### src/rtl/bcd_reaction_counter.sv
// Multi-digit BCD elapsed-time counter with RUN->STOP result capture and overflow flag.
// Best-result tracking is built only when BCD_REACTION_BEST_EN is defined.
module bcd_reaction_counter #(
  parameter int DIGITS   = 4,
  parameter bit SATURATE = 1'b1,
  parameter int TICK_DIV = 1
) (
  input  logic                clk_1khz,
  input  logic                rst_n,
  input  logic [1:0]          cmd,
  input  logic                tick_en,
  input  logic                best_clr,
  output logic [4*DIGITS-1:0] bcd_out,
  output logic [4*DIGITS-1:0] result_out,
  output logic                result_valid,
  output logic                running,
  output logic                overflow,
  output logic [4*DIGITS-1:0] best_out
);

  localparam int W  = 4 * DIGITS;
  localparam int PW = (TICK_DIV > 1) ? $clog2(TICK_DIV) : 1;
  localparam logic [W-1:0]  ALL_NINES = {DIGITS{4'h9}};
  localparam logic [PW-1:0] PRE_LAST  = PW'(TICK_DIV - 1);

  typedef enum logic [1:0] {
    S_IDLE  = 2'b00,
    S_ARMED = 2'b01,
    S_RUN   = 2'b10,
    S_STOP  = 2'b11
  } state_e;

  state_e         state_q, state_d, prev_q;
  logic [PW-1:0]  pre_q, pre_d;
  logic [W-1:0]   cnt_q, cnt_d, cnt_inc;
  logic [W-1:0]   result_q, result_d;
  logic           ovf_q, ovf_d;
  logic           rv_q, rv_d;
  logic           step;
  logic           run_to_stop;
  logic           carry;
  logic [3:0]     digit;

  always_ff @(posedge clk_1khz or negedge rst_n) begin
    if (!rst_n) begin
      state_q  <= S_IDLE;
      prev_q   <= S_IDLE;
      pre_q    <= '0;
      cnt_q    <= '0;
      result_q <= '0;
      ovf_q    <= 1'b0;
      rv_q     <= 1'b0;
    end else begin
      state_q  <= state_d;
      prev_q   <= state_q;
      pre_q    <= pre_d;
      cnt_q    <= cnt_d;
      result_q <= result_d;
      ovf_q    <= ovf_d;
      rv_q     <= rv_d;
    end
  end

  // Decimal +1 with the carry rippling through all digits in one cycle.
  always_comb begin
    cnt_inc = '0;
    carry   = 1'b1;
    digit   = 4'd0;
    for (int k = 0; k < DIGITS; k++) begin
      digit = cnt_q[4*k +: 4];
      if (carry && (digit == 4'd9)) begin
        cnt_inc[4*k +: 4] = 4'd0;
      end else if (carry) begin
        cnt_inc[4*k +: 4] = digit + 4'd1;
        carry             = 1'b0;
      end else begin
        cnt_inc[4*k +: 4] = digit;
      end
    end
  end

  always_comb begin
    state_d     = state_e'(cmd);
    pre_d       = pre_q;
    cnt_d       = cnt_q;
    ovf_d       = ovf_q;
    step        = 1'b0;
    run_to_stop = (prev_q == S_RUN) && (state_q == S_STOP);
    result_d    = run_to_stop ? cnt_q : result_q;
    rv_d        = run_to_stop;

    case (state_q)
      S_IDLE, S_ARMED: begin
        pre_d = '0;
        cnt_d = '0;
        ovf_d = 1'b0;
      end
      S_RUN: begin
        if (tick_en) begin
          if (pre_q == PRE_LAST) begin
            pre_d = '0;
            step  = 1'b1;
          end else begin
            pre_d = pre_q + 1'b1;
          end
        end
      end
      default: ;
    endcase

    if (step) begin
      if (cnt_q == ALL_NINES) begin
        ovf_d = 1'b1;
        cnt_d = SATURATE ? ALL_NINES : '0;
      end else begin
        cnt_d = cnt_inc;
      end
    end
  end

  assign bcd_out      = cnt_q;
  assign result_out   = result_q;
  assign result_valid = rv_q;
  assign running      = (state_q == S_RUN);
  assign overflow     = ovf_q;

`ifdef BCD_REACTION_BEST_EN
  logic [W-1:0] best_q, best_d;

  // Packed BCD with valid digits orders exactly like its decimal value, so a
  // plain magnitude compare is the MS-digit-first digit-wise compare.
  always_comb begin
    best_d = best_q;
    if (best_clr) begin
      best_d = ALL_NINES;
    end else if (run_to_stop && !ovf_q && (cnt_q < best_q)) begin
      best_d = cnt_q;
    end
  end

  always_ff @(posedge clk_1khz or negedge rst_n) begin
    if (!rst_n) begin
      best_q <= ALL_NINES;
    end else begin
      best_q <= best_d;
    end
  end

  assign best_out = best_q;
`else
  logic unused_best_clr;
  assign unused_best_clr = best_clr;
  assign best_out        = ALL_NINES;
`endif

endmodule
### config.mk
export PLATFORM = sky130hd
export DESIGN_NAME = bcd_reaction_counter
export DESIGN_NICKNAME = d
export VERILOG_FILES = /design/src/rtl/bcd_reaction_counter.sv
export SDC_FILE = /design/constraint.sdc
export NUM_CORES = 1
export LEC_CHECK = 0
export CORE_MARGIN = 2
export CORE_UTILIZATION = 45
export CTS_CLUSTER_DIAMETER = 60
export CTS_CLUSTER_SIZE = 10
export DETAILED_ROUTE_END_ITERATION = 10
export GPL_ROUTABILITY_DRIVEN = 0
export HOLD_SLACK_MARGIN = 0.06
export PLACE_DENSITY = 0.77
export RECOVER_POWER = 50
export SYNTH_ARGS = -nofsm -noshare
export SYNTH_HDL_FRONTEND = slang
export SYNTH_SLANG_ARGS = --single-unit
### constraint.sdc
create_clock -name clk_1khz -period 5.65 [get_ports clk_1khz]
set_input_delay 0.565 -clock clk_1khz [delete_from_list [all_inputs] [get_ports clk_1khz]]
set_output_delay 0.565 -clock clk_1khz [all_outputs]
set_load 0.01 [all_outputs]
==> run metrics <==
CTS tree=yes; FF-to-FF path depth=4; crit path launch type=flop; Hold Crit Depth=0; # fillers=375; worst vdd ir=0.1064 mV; Core Box Area=4000 um2; Int Pwr=393.3 uW; yosys warns=0; largest net degree at the start of global routing=39; DR pass1 iterations=4; Final Core Density=0.5774; RSZ-0062 raised after global routing=false; drt via density=5.014; R2R setup slack=3070 ps; final setup skew=3.017 ps; layout cell share with drive strength beyond 1=0.03814; worst slew pin tran=1978 ps; worst min path class=flop to flop; Post-Synthesis Cells=197; final hold violations=0; Slew Limit Fails=39; Post-synth ARST share=1.000; via count=1434; Cell Pwr Density=221.9 nW/um2; number of global-route vias before repair=1312; top_reg_cell synth=dfrtp_1; chip width=68.35 um; WHS Endpoint=prev_q[0]$_DFF_PN0_; period utilization=0.4569; total CTS buffers=5; H-tree levels=2; Synth Register Bits=38; failing checks=max-capacitance violations, max-slew violations; GRT Overall Usage=0.1795; clk buf depth=2; RR Endpoint=bcd_out[10]$_DFFE_PN0P_; clock-pin slew on the worst setup and hold paths=70 ps; CTS resizes=0; CP max FO=17; starting density of the core=0.4657; Multi-input gate area=783.3 um2; f_max=0.3874 GHz; Hold Startpoint=state_q[0]$_DFF_PN0_; relative slew slack=-0.3188; number of distinct library cells after synthesis=38; diode count=0; combinational share of power=0.079; Arr. time, crit path=2760 ps; Post-Syn Area per Cell=9.457 um2; Die Ht=68.35 um; initial antenna violation count=0; status=finished, violations left; leak pwr=0.001070 uW; Die ar.=4671 um2; setup bufs post-CTS=0; max-cap violation count=1; RR Startpoint=state_q[1]$_DFF_PN0_; Setup CP Type=flop to flop; sequential share of power=0.558; WL/cell=12.77 um; Top-Level Pins=57; synthesized area=1863 um2; GRT overflow=0; Root Buffer=clkbuf_8; clock sink count=38; final net count=249; final instance area=2310 um2; first-pass GRT wire length=6216 um; sequential area share after synthesis=0.5104; NetSw=119.3 uW; Port-buffer cells=39; worst skew pair latency=290 ps; Rows=23; Starting DRT DRC Count=76; Clk pwr share=0.363; ANT nets after route=0; commonest non-fill, non-tap cell in the layout=nand2_1; Remaining DRCs=0; commonest non-fill, non-tap cells in the layout=nand2_1, dfrtp_1, clkdlybuf4s50_1; Routed WL=3651 um; Reg area=950.9 um2; WP data required=5830 ps; area added between synthesis and finish=23.98%; number of synthesized flops with an enable pin=0; Final setup viols=0; DP Area=2223 um2; Post-DP HPWL=2546 um; Switching Share=0.2327; Final TNS setup=0 ps; Setup crit end kind=flop; hold buffers post-CTS=0; Tmin final=2581 ps
area by class of cell:
cell class / instances / area share
repair buffers: 40 / 0.1679
clock buffers: 7 / 0.03738
flip-flops and latches: 38 / 0.4117
clock inverters: 1 / 0.002167
multi-input cells: 141 / 0.3391
well taps: 50 / 0.02709
inverters: 9 / 0.01463
cells by family after synthesis:
group,synth area share
adders and majority gates,0.05373
muxes,0.005373
other,0.004031
DFF,0.5104
xor gates and xnor gates,0.004702
buffers and inverters,0.09738
AOI/OAI and AO/OA,0.1175
and+or+nand+nor,0.2069
flip-flops by register name, indices dropped and copies added, names as in the netlist:
name,cells
bcd_out,16
overflow,1
prev_q,2
result_out,16
result_valid,1
state_q,2
power groups by stage:
stage | Sequential (uW) | Combinational [uW] | Clock (uW)
after floorplan | 292 | 26.3 | 0
after global placement | 291 | 40.9 | 0
after detailed placement | 291 | 41.5 | 0
after CTS | 286 | 41.7 | 190
after global routing | 287 | 46.1 | 207
final | 286 | 40.4 | 186
critical path, cell delays in order (launching register included):
cell	delay, ps
dfrtp_1	660
nand3b_1	510
o31ai_1	930
a21oi_1	170
o21a_1	200
worst max path at each step:
| stage | to | depth (start not counted) | start |
|---|---|---|---|
| after floorplan | bcd_out[15]$_DFFE_PN0P_ | 7 | bcd_out[1]$_DFFE_PN0P_ |
| after global placement | bcd_out[11]$_DFFE_PN0P_ | 5 | tick_en |
| after detailed placement | bcd_out[11]$_DFFE_PN0P_ | 5 | tick_en |
| after CTS | bcd_out[11]$_DFFE_PN0P_ | 4 | state_q[1]$_DFF_PN0_ |
| after global routing | bcd_out[11]$_DFFE_PN0P_ | 4 | state_q[1]$_DFF_PN0_ |
| final | bcd_out[10]$_DFFE_PN0P_ | 4 | state_q[1]$_DFF_PN0_ |
per-layer routing:
metal  wire [um]  track usage
met3         175      0.03947
met2        1653       0.2646
met4          79      0.09250
met1        1742       0.2474
met5           0            0
cell usage after synthesis (2+ instances only):
cell type  count  area [um2]
buf_4         16       120.1
nand3_1       10       50.05
nor3_1         4       20.02
nand2_1       47       176.4
conb_1         2       7.510
or3_1          2       12.51
o21ai_0       10       50.05
a22o_1         2       17.52
a21oi_1        4       20.02
inv_1          9       33.78
o21a_1         4       30.03
nor2_1         4       15.01
clkbuf_1       6       22.52
ha_1           8       100.1
a31oi_1        4       25.02
nand3b_1       3       22.52
o211ai_1       2       15.01
dfrtp_1       38       950.9
and3_1         2       12.51
nor2b_1        2       12.51
per-stage QoR:
stage,power [uW],setup WS [ps],instances,hold WS (ps)
2_1_floorplan,317.8,3642,211,269.4
3_3_place_gp,331.8,2847,278,429.1
3_5_place_dp,332.9,2785,278,452.6
4_1_cts,517.7,3074,286,396.7
5_1_grt,540.2,2794,286,500.4
6_report,512.5,3069,286,468.0
Note: power is estimated with default switching activity, not from simulation.
